### src/rtl/game_pkg.sv
// ----------------------------------------------------------------------------
// game_pkg
// Shared definitions for the game status tracker: the tracker state encoding,
// field widths of the status outputs, the score ceiling and a saturating
// score adder.
// ----------------------------------------------------------------------------
package game_pkg;

    // Tracker state encoding
    typedef enum logic [1:0] {
        ST_IDLE     = 2'd0,
        ST_PLAYING  = 2'd1,
        ST_COOLDOWN = 2'd2,
        ST_DONE     = 2'd3
    } state_e;

    // Field widths of the status outputs and the cooldown counter
    localparam int LIVES_W    = 2;
    localparam int INVADERS_W = 6;
    localparam int SCORE_W    = 14;
    localparam int FRAME_W    = 8;

    // Score ceiling (fits a four-digit decimal display)
    localparam logic [SCORE_W-1:0] MAX_SCORE = 14'd9999;

    // Add two scores and clamp the result at MAX_SCORE
    function automatic logic [SCORE_W-1:0] sat_add_score(
        input logic [SCORE_W-1:0] a,
        input logic [SCORE_W-1:0] b
    );
        logic [SCORE_W:0] sum;
        sum = {1'b0, a} + {1'b0, b};
        if (sum > {1'b0, MAX_SCORE}) begin
            return MAX_SCORE;
        end else begin
            return sum[SCORE_W-1:0];
        end
    endfunction

endpackage

### src/rtl/frame_countdown.sv
// ----------------------------------------------------------------------------
// frame_countdown
// Loadable down-counter used to time the invulnerability window after a hit.
// A load wins over a tick; a tick at zero leaves the counter at zero.
//
// Ports:
//   clk          : system clock, all logic on posedge
//   reset        : synchronous active-high reset, clears the counter
//   i_load       : load i_load_value into the counter
//   i_load_value : value to load
//   i_tick       : decrement request (one per frame while counting)
//   o_zero       : counter currently holds zero
// ----------------------------------------------------------------------------
module frame_countdown #(
    parameter int WIDTH = 8
) (
    input  logic             clk,
    input  logic             reset,
    input  logic             i_load,
    input  logic [WIDTH-1:0] i_load_value,
    input  logic             i_tick,
    output logic             o_zero
);

    logic [WIDTH-1:0] r_count;

    // Counter register: reset, load, or decrement toward zero
    always_ff @(posedge clk) begin
        if (reset) begin
            r_count <= {WIDTH{1'b0}};
        end else if (i_load) begin
            r_count <= i_load_value;
        end else if (i_tick && (r_count != {WIDTH{1'b0}})) begin
            r_count <= r_count - WIDTH'(1);
        end else begin
            r_count <= r_count;
        end
    end

    assign o_zero = (r_count == {WIDTH{1'b0}});

endmodule

### src/rtl/game_status_tracker.sv
// ----------------------------------------------------------------------------
// game_status_tracker
// Tracks lives, remaining invaders, score and game-over status for one game.
// States: IDLE -> PLAYING <-> COOLDOWN -> DONE; start restarts from any state.
// All status outputs are registered, so game over is visible on the clock
// edge that samples the causing event.
//
// Optional feature: define HIGH_SCORE_EN to add the high_score output, which
// keeps the best final score across games and is cleared only by reset.
//
// Ports:
//   clk            : system clock
//   reset          : synchronous active-high reset, overrides everything
//   start          : pulse, begins a new game (highest priority after reset)
//   is_playing     : level, events are counted only while high
//   frame_tick     : pulse once per video frame (cooldown timing)
//   player_hit     : pulse, bullet hit the player
//   invader_killed : pulse, one invader destroyed
//   invader_landed : level, an invader reached the player row
//   finished       : registered, game over
//   win            : registered, valid with finished; 1 = all invaders cleared
//   lives          : remaining lives
//   invaders_left  : remaining invaders
//   score          : binary score, saturating at MAX_SCORE
//   invulnerable   : high while in the post-hit cooldown
//   high_score     : (HIGH_SCORE_EN only) best final score since reset
// ----------------------------------------------------------------------------
module game_status_tracker
    import game_pkg::*;
#(
    parameter int INIT_LIVES      = 3,
    parameter int NUM_INVADERS    = 55,
    parameter int COOLDOWN_FRAMES = 60,
    parameter int POINTS_PER_KILL = 10
) (
    input  logic                  clk,
    input  logic                  reset,
    input  logic                  start,
    input  logic                  is_playing,
    input  logic                  frame_tick,
    input  logic                  player_hit,
    input  logic                  invader_killed,
    input  logic                  invader_landed,
    output logic                  finished,
    output logic                  win,
    output logic [LIVES_W-1:0]    lives,
    output logic [INVADERS_W-1:0] invaders_left,
    output logic [SCORE_W-1:0]    score,
    output logic                  invulnerable
`ifdef HIGH_SCORE_EN
    ,
    output logic [SCORE_W-1:0]    high_score
`endif
);

    state_e                r_state;
    logic [LIVES_W-1:0]    r_lives;
    logic [INVADERS_W-1:0] r_invaders;
    logic [SCORE_W-1:0]    r_score;
    logic                  r_finished;
    logic                  r_win;
    logic                  r_invul;

    state_e                w_state_next;
    logic [LIVES_W-1:0]    w_lives_next;
    logic [INVADERS_W-1:0] w_invaders_next;
    logic [SCORE_W-1:0]    w_score_next;
    logic                  w_finished_next;
    logic                  w_win_next;
    logic                  w_cd_load;
    logic [FRAME_W-1:0]    w_cd_value;
    logic                  w_cd_tick;
    logic                  w_cd_zero;
    logic                  w_hit_taken;

    // Cooldown timer: loaded on a non-lethal hit, ticks only while counting
    frame_countdown #(
        .WIDTH (FRAME_W)
    ) u_frame_countdown (
        .clk          (clk),
        .reset        (reset),
        .i_load       (w_cd_load),
        .i_load_value (w_cd_value),
        .i_tick       (w_cd_tick),
        .o_zero       (w_cd_zero)
    );

    // Next-state and next-status computation
    always_comb begin
        w_state_next    = r_state;
        w_lives_next    = r_lives;
        w_invaders_next = r_invaders;
        w_score_next    = r_score;
        w_finished_next = r_finished;
        w_win_next      = r_win;
        w_cd_load       = 1'b0;
        w_cd_value      = {FRAME_W{1'b0}};
        w_cd_tick       = 1'b0;
        w_hit_taken     = 1'b0;

        if (start) begin
            // New game: reload everything and clear the cooldown timer
            w_state_next    = ST_PLAYING;
            w_lives_next    = LIVES_W'(INIT_LIVES);
            w_invaders_next = INVADERS_W'(NUM_INVADERS);
            w_score_next    = {SCORE_W{1'b0}};
            w_finished_next = 1'b0;
            w_win_next      = 1'b0;
            w_cd_load       = 1'b1;
            w_cd_value      = {FRAME_W{1'b0}};
        end else begin
            case (r_state)
                ST_PLAYING, ST_COOLDOWN: begin
                    if (is_playing) begin
                        w_cd_tick   = (r_state == ST_COOLDOWN) && frame_tick;
                        w_hit_taken = (r_state == ST_PLAYING) && player_hit;

                        // Kills count in both active states, even on a lethal hit
                        if (invader_killed) begin
                            if (r_invaders != {INVADERS_W{1'b0}}) begin
                                w_invaders_next = r_invaders - INVADERS_W'(1);
                            end else begin
                                w_invaders_next = r_invaders;
                            end
                            w_score_next = sat_add_score(r_score, SCORE_W'(POINTS_PER_KILL));
                        end else begin
                            w_invaders_next = r_invaders;
                        end

                        if (w_hit_taken && (r_lives != {LIVES_W{1'b0}})) begin
                            w_lives_next = r_lives - LIVES_W'(1);
                        end else begin
                            w_lives_next = r_lives;
                        end

                        // Loss outranks a simultaneous win
                        if (invader_landed || (w_hit_taken && (w_lives_next == {LIVES_W{1'b0}}))) begin
                            w_state_next    = ST_DONE;
                            w_finished_next = 1'b1;
                            w_win_next      = 1'b0;
                        end else if (invader_killed && (w_invaders_next == {INVADERS_W{1'b0}})) begin
                            w_state_next    = ST_DONE;
                            w_finished_next = 1'b1;
                            w_win_next      = 1'b1;
                        end else if (w_hit_taken) begin
                            w_state_next = ST_COOLDOWN;
                            w_cd_load    = 1'b1;
                            w_cd_value   = FRAME_W'(COOLDOWN_FRAMES);
                        end else if ((r_state == ST_COOLDOWN) && w_cd_zero) begin
                            w_state_next = ST_PLAYING;
                        end else begin
                            w_state_next = r_state;
                        end
                    end else if ((r_state == ST_COOLDOWN) && w_cd_zero) begin
                        // Timer already expired: leave cooldown even while paused
                        w_state_next = ST_PLAYING;
                    end else begin
                        w_state_next = r_state;
                    end
                end
                ST_IDLE, ST_DONE: begin
                    w_state_next = r_state;
                end
                default: begin
                    w_state_next = ST_IDLE;
                end
            endcase
        end
    end

    // Status registers
    always_ff @(posedge clk) begin
        if (reset) begin
            r_state    <= ST_IDLE;
            r_lives    <= {LIVES_W{1'b0}};
            r_invaders <= {INVADERS_W{1'b0}};
            r_score    <= {SCORE_W{1'b0}};
            r_finished <= 1'b0;
            r_win      <= 1'b0;
            r_invul    <= 1'b0;
        end else begin
            r_state    <= w_state_next;
            r_lives    <= w_lives_next;
            r_invaders <= w_invaders_next;
            r_score    <= w_score_next;
            r_finished <= w_finished_next;
            r_win      <= w_win_next;
            r_invul    <= (w_state_next == ST_COOLDOWN);
        end
    end

    assign finished      = r_finished;
    assign win           = r_win;
    assign lives         = r_lives;
    assign invaders_left = r_invaders;
    assign score         = r_score;
    assign invulnerable  = r_invul;

`ifdef HIGH_SCORE_EN
    logic [SCORE_W-1:0] r_high_score;

    // Best final score, captured on the transition into DONE
    always_ff @(posedge clk) begin
        if (reset) begin
            r_high_score <= {SCORE_W{1'b0}};
        end else if ((r_state != ST_DONE) && (w_state_next == ST_DONE)
                     && (w_score_next > r_high_score)) begin
            r_high_score <= w_score_next;
        end else begin
            r_high_score <= r_high_score;
        end
    end

    assign high_score = r_high_score;
`endif

endmodule
### config.mk
export PLATFORM = sky130hd
export DESIGN_NAME = game_status_tracker
export DESIGN_NICKNAME = d
export VERILOG_FILES = /design/src/rtl/game_pkg.sv /design/src/rtl/frame_countdown.sv /design/src/rtl/game_status_tracker.sv
export SDC_FILE = /design/constraint.sdc
export NUM_CORES = 1
export LEC_CHECK = 0
export CELL_PAD_IN_SITES_DETAIL_PLACEMENT = 0
export CELL_PAD_IN_SITES_GLOBAL_PLACEMENT = 1
export CORE_MARGIN = 3
export CORE_UTILIZATION = 35
export DETAILED_ROUTE_END_ITERATION = 8
export PLACE_DENSITY_LB_ADDON = 0.12
export SETUP_SLACK_MARGIN = 0.2
export SLEW_MARGIN = 30
export SYNTH_ARGS = -nofsm -noshare
export SYNTH_HDL_FRONTEND = slang
export SYNTH_SLANG_ARGS = --single-unit
### constraint.sdc
create_clock -name clk -period 2.8 [get_ports clk]
set_clock_uncertainty 0.1 [all_clocks]
set_input_delay 0.28 -clock clk [delete_from_list [all_inputs] [get_ports clk]]
set_output_delay 0.28 -clock clk [all_outputs]
set_load 0.05 [all_outputs]
-- After elaboration in Yosys (flattened, before gate mapping)
Cells that the tools add are included.
- add/subtract/negate cells: 4
- $lt $le $gt $ge: 1
- equality and inequality tests: 4
- muxes and demuxes: 43
- reduce and logical (&&, ||, !) cells: 26
- operators by type and width (cell ; count):
    6-bit 2-to-1 mux ; 14
    2-bit 2-to-1 mux ; 13
    8-bit 2-to-1 mux ; 2
    14-bit by 4-bit adder with 15-bit output, second input constant ; 1
    15-bit by 14-bit > comparator with 1-bit output, second input constant ; 1
    14-bit 2-to-1 mux ; 1
    1-bit 2-to-1 mux ; 12
    2-bit nonzero test ; 5
    8-bit zero test ; 1
    8-bit nonzero test ; 1
    8-bit by 1-bit subtractor with 8-bit output, second input constant ; 1
    1-bit logical AND ; 7
    2-bit equality test, second input constant ; 3
    6-bit zero test ; 1
    3-bit AND reduction ; 2
    6-bit nonzero test ; 1
    2-bit OR reduction ; 3
    6-bit by 1-bit subtractor with 6-bit output, second input constant ; 1
    2-bit zero test ; 2
    2-bit one-hot mux with 2 select lines ; 1
    2-bit AND reduction ; 2
    2-bit by 1-bit equality test with 1-bit output, second input constant ; 1
    2-bit by 1-bit subtractor with 2-bit output, second input constant ; 1
    1-bit logical OR ; 1
- flip-flop bits (word level): 35
- output and inout port bits: 25
- word-level logic and storage cells: 87

-- Logic depth before layout (Yosys ltp)
- depth after elaboration: 15
- gate-level depth with buffers: 10

-- Modules after synthesis
Synthesis repeated with hierarchy kept, for this count alone.
- cell total of the unflattened synthesis: 295
- area, all modules: 2336.0 sq um
- modules (own cells, without submodules) (module ; instances ; cells each ; area each (sq um)):
    game_status_tracker ; 1 ; 236 ; 1820.5
    frame_countdown ; 1 ; 59 ; 515.5

-- Least setup slack after synthesis
OpenSTA, ideal clock, no wires.
- path kind: register to register
- start: register r_score[2], in the netlist score[2]
- end: register r_score[7], in the netlist score[7]
- library setup time: 0.070 ns
- data arrival time: 2.673 ns
- data required time: 2.630 ns
- slack: -0.043 ns
- cell stages (with the launch flop): 10
- buffers on the path: 1
- cell sequence: dfxtp_1 -> ha_1 -> clkbuf_8 -> o211a_1 -> nand4_1 -> xnor2_1 -> a21boi_2 -> nand2_4 -> or4_1 -> a21oi_1
- longest elaborated chain between the ends: 3
- RTL lines (what ; RTL line ; RTL):
    start, declared ; game_status_tracker.sv:59 ; logic [SCORE_W-1:0] r_score;
    start signal, assigned ; game_status_tracker.sv:177 ; r_score <= {SCORE_W{1'b0}};
    start signal, assigned ; game_status_tracker.sv:185 ; r_score <= w_score_next;
    14-bit by 4-bit adder with 15-bit output * ; game_pkg.sv:32 ; sum = {1'b0, a} + {1'b0, b};
    15-bit by 14-bit > comparator with 1-bit output ; game_pkg.sv:33 ; if (sum > {1'b0, MAX_SCORE}) begin
    14-bit 2-to-1 mux * ; game_pkg.sv:33 ;
Mark *: on every way between the ends. The rest lies on a longest branch, timed or not.
A chain may end at the register's enable or synchronous reset.

-- Final worst setup path
- start: register r_score[1], in the netlist score[1]
- end: register r_score[7], in the netlist score[7]
Same word-level chain as after synthesis.

==> flow_summary.yaml <==
status:
  run_status: "finished, final reports clean"
layout:
  final_util_pct: 45.4
  design_area_um2: 2750
  layout_common_cells: "clkdlybuf4s50_1, dfxtp_1, nor2_1"
  areaGrowthSynthToFinish_pct: 22.6
  drive_gt1_share_pct: 13.4
  final_common_cell: "clkdlybuf4s50_1"
  n_antenna_cell: 0
  layout.nets: 337
setup_path:
  slowest_stage: "or4_1"
  path_common_cell: "or4_1"
  cp_top_family: "simple AND/OR/NAND/NOR gates"
  cp-start-kind: "flop"
  crit_fanout: 11
  crit_required_ns: 2.92
  endpoint_kind: "flop"
  cp.buffers_inverters: 0
  critPathMaxStageDelay_ns: 0.49
  crit_chain: "ha_2 > or4_1 > o211a_1 > o211ai_4 > nand2_4 > or4_1 > a21oi_1"
  critical_path_class: "reg -> reg"
  arrival_ns: 2.69
pwr:
  peakVddDrop_mv: 0.195
  leakage_nw: 0.970
  power_density_nw_per_um2: 389
  power.total_mw: 1.07
clock_tree:
  cts-buffers-inserted: 5
  insertion_delay_ns: 0.29
  cts.hold.buffers_added: 0
  clock_path_buffers: 2
  cts_sinks: 35
  cts-htree-levels: 2
  tritoncts: "yes"
  path_clk_slew_ns: 0.08
  cts_root_buffer: "clkbuf_8"
routing:
  wl_um: 5850
  ant_nets: 0
  drtIter0Drc: 82
  first_pass_iters: 4
  post-route-drc-count: 0
  viasPerCell: 5.51
  wl_per_cell_um: 14.8
  vias: 2180
yosys:
  postSynthCellCount: 282
  synthArstFlopShare_pct: 0
  synth_cell_type_count: 58
  seq_area_frac_synth_pct: 31.2
  syn_area_um2: 2250
  synth_enable_flop_cells: 0
  syn-num-nets: 299
  ys_warn_count: 0
  yosys_register_bits: 35
  synth_ff_type: "dfxtp_1"
  synth.avg_cell_area_um2: 7.96
floorplanning:
  coreArea_um2: 6060
  die_height_um: 86.1
  initial_core_util_pct: 37.1
  dieArea_um2: 7410
  ios: 33
  die_x_um: 86.1
  num_rows: 28
sta:
  worst_hold_slack_ns: 0.360
  setup_viol: 0
  max_freq_ghz: 0.389
  drv_slew: 0
  worst_pin_slew_ns: 0.502
  layout_worst_path_cycle_share_pct: 91.8
  rsz0062_at_grt: "yes"
  hold_violations: 0
  finalCriticalPeriod_ns: 2.57
  tns_ns: 0
  slew_headroom_pct: 66.4
placed_design:
  dpl.hpwl_um: 4210
  io_buffers: 32
  gp_congestion: 0.834
  place_area_um2: 2630
job:
  drv_cap: 0
grt:
  track_usage_pct: 16.6
  grt_start_max_net_pins: 17
  grt_pass1_wl_um: 9930
  antenna_found_initial: 0
  grt_pass1_vias: 2052
  grt_remaining_overflow: 0
min_path:
  min_path_type: "reg -> reg"
[synth_stat cells (all sizes together) (2+ instances only)]
cell type,n,share of area [%]
o211a,2,0.89
o211ai,8,3.3
nor3,12,2.7
o21a,3,1.0
o21bai,3,1.0
ha,9,5.0
dfxtp,35,31
xnor2,10,3.9
clkbuf,9,2.8
o21ai,10,2.2
a31o,4,1.6
nand3b,2,0.67
buf,8,2.8
a21boi,2,0.84
nand2,27,5.2
a211oi,2,0.67
and3,3,0.84
or2,2,0.56
nor4,2,0.56
or4,7,2.3
mux2i,2,0.89
and2,6,1.7
nand4,6,1.7
nor2,28,4.7
a31oi,5,1.4
a21oi,24,5.3
inv,14,2.3
nand3,16,3.6
[path summary, 6_finish.rpt]
path	slack [ns]	start	end	cells after the start
hold / removal	0.36	win	win	2
setup / recovery	0.23	score[1]	score[7]	7
hold reg to reg	0.36	win	win	2
setup reg to reg	0.23	score[1]	score[7]	7
[worst register-to-register path, stage by stage (launching register included)]
cell and delay [ns]:
dfxtp_4 0.37, ha_2 0.26, or4_1 0.48, o211a_1 0.29
o211ai_4 0.27, nand2_4 0.12, or4_1 0.49, a21oi_1 0.13
[per-layer routing]
metal  vias up  part of all wire [%]  GRT usage [%]
li1       1102                     -              -
met1      1013                    48           22.8
met2        59                    47           26.4
met3         6                   4.1           3.27
met4         0                   1.0           4.75
met5         -                     0              0
[cells by family (layout without fill, tap and decap cells)]
kind of cell | count (synthesis) | count (layout) | share of synthesized area, %
adders and majority gates | 9 | 9 | 5.01
and+or+nand+nor | 118 | 118 | 26.9
xor gates and xnor gates | 11 | 11 | 4.29
AOI/OAI and AO/OA | 76 | 76 | 23.7
buffers and inverters | 31 | 70 | 7.97
muxes | 2 | 2 | 0.891
DFF | 35 | 35 | 31.2
[flip-flops by register name (all words and copies together), names as in the netlist]
register                   flops
invulnerable                   1
r_state                        2
finished                       1
score                         14
invaders_left                  6
win                            1
u_frame_countdown.r_count      8
lives                          2
[repair_timing]
item                       in CTS  in global routing
resized for setup               1                  2
setup endpoints to repair       6                  6
pin swaps                       1                  3
buffers inserted                0                  4
[layout make-up]
| cell class | count | area, um^2 |
|---|---|---|
| fillers | 613 | 3310 |
| multi-input cells | 216 | 1380 |
| flip-flops and latches | 35 | 708 |
| repair buffers | 48 | 438 |
| well taps | 75 | 93.8 |
| clock buffers | 6 | 72.6 |
| inverters | 14 | 52.6 |
| clock inverters | 2 | 12.5 |
[power by group]
group          total (mW)  switching (mW)  internal (mW)
Clock               0.370           0.196          0.174
Sequential          0.525          0.0157          0.510
Combinational       0.176           0.109         0.0677
[stage by stage]
| stage | cells | setup slack, ns |
|---|---|---|
| 2_1_floorplan | 282 | 0.200 |
| 3_3_place_gp | 384 | 0.173 |
| 3_5_place_dp | 384 | 0.112 |
| 4_1_cts | 392 | 0.221 |
| 5_1_grt | 396 | 0.104 |
| 6_report | 396 | 0.230 |
Power figures use the tool's default switching activity.
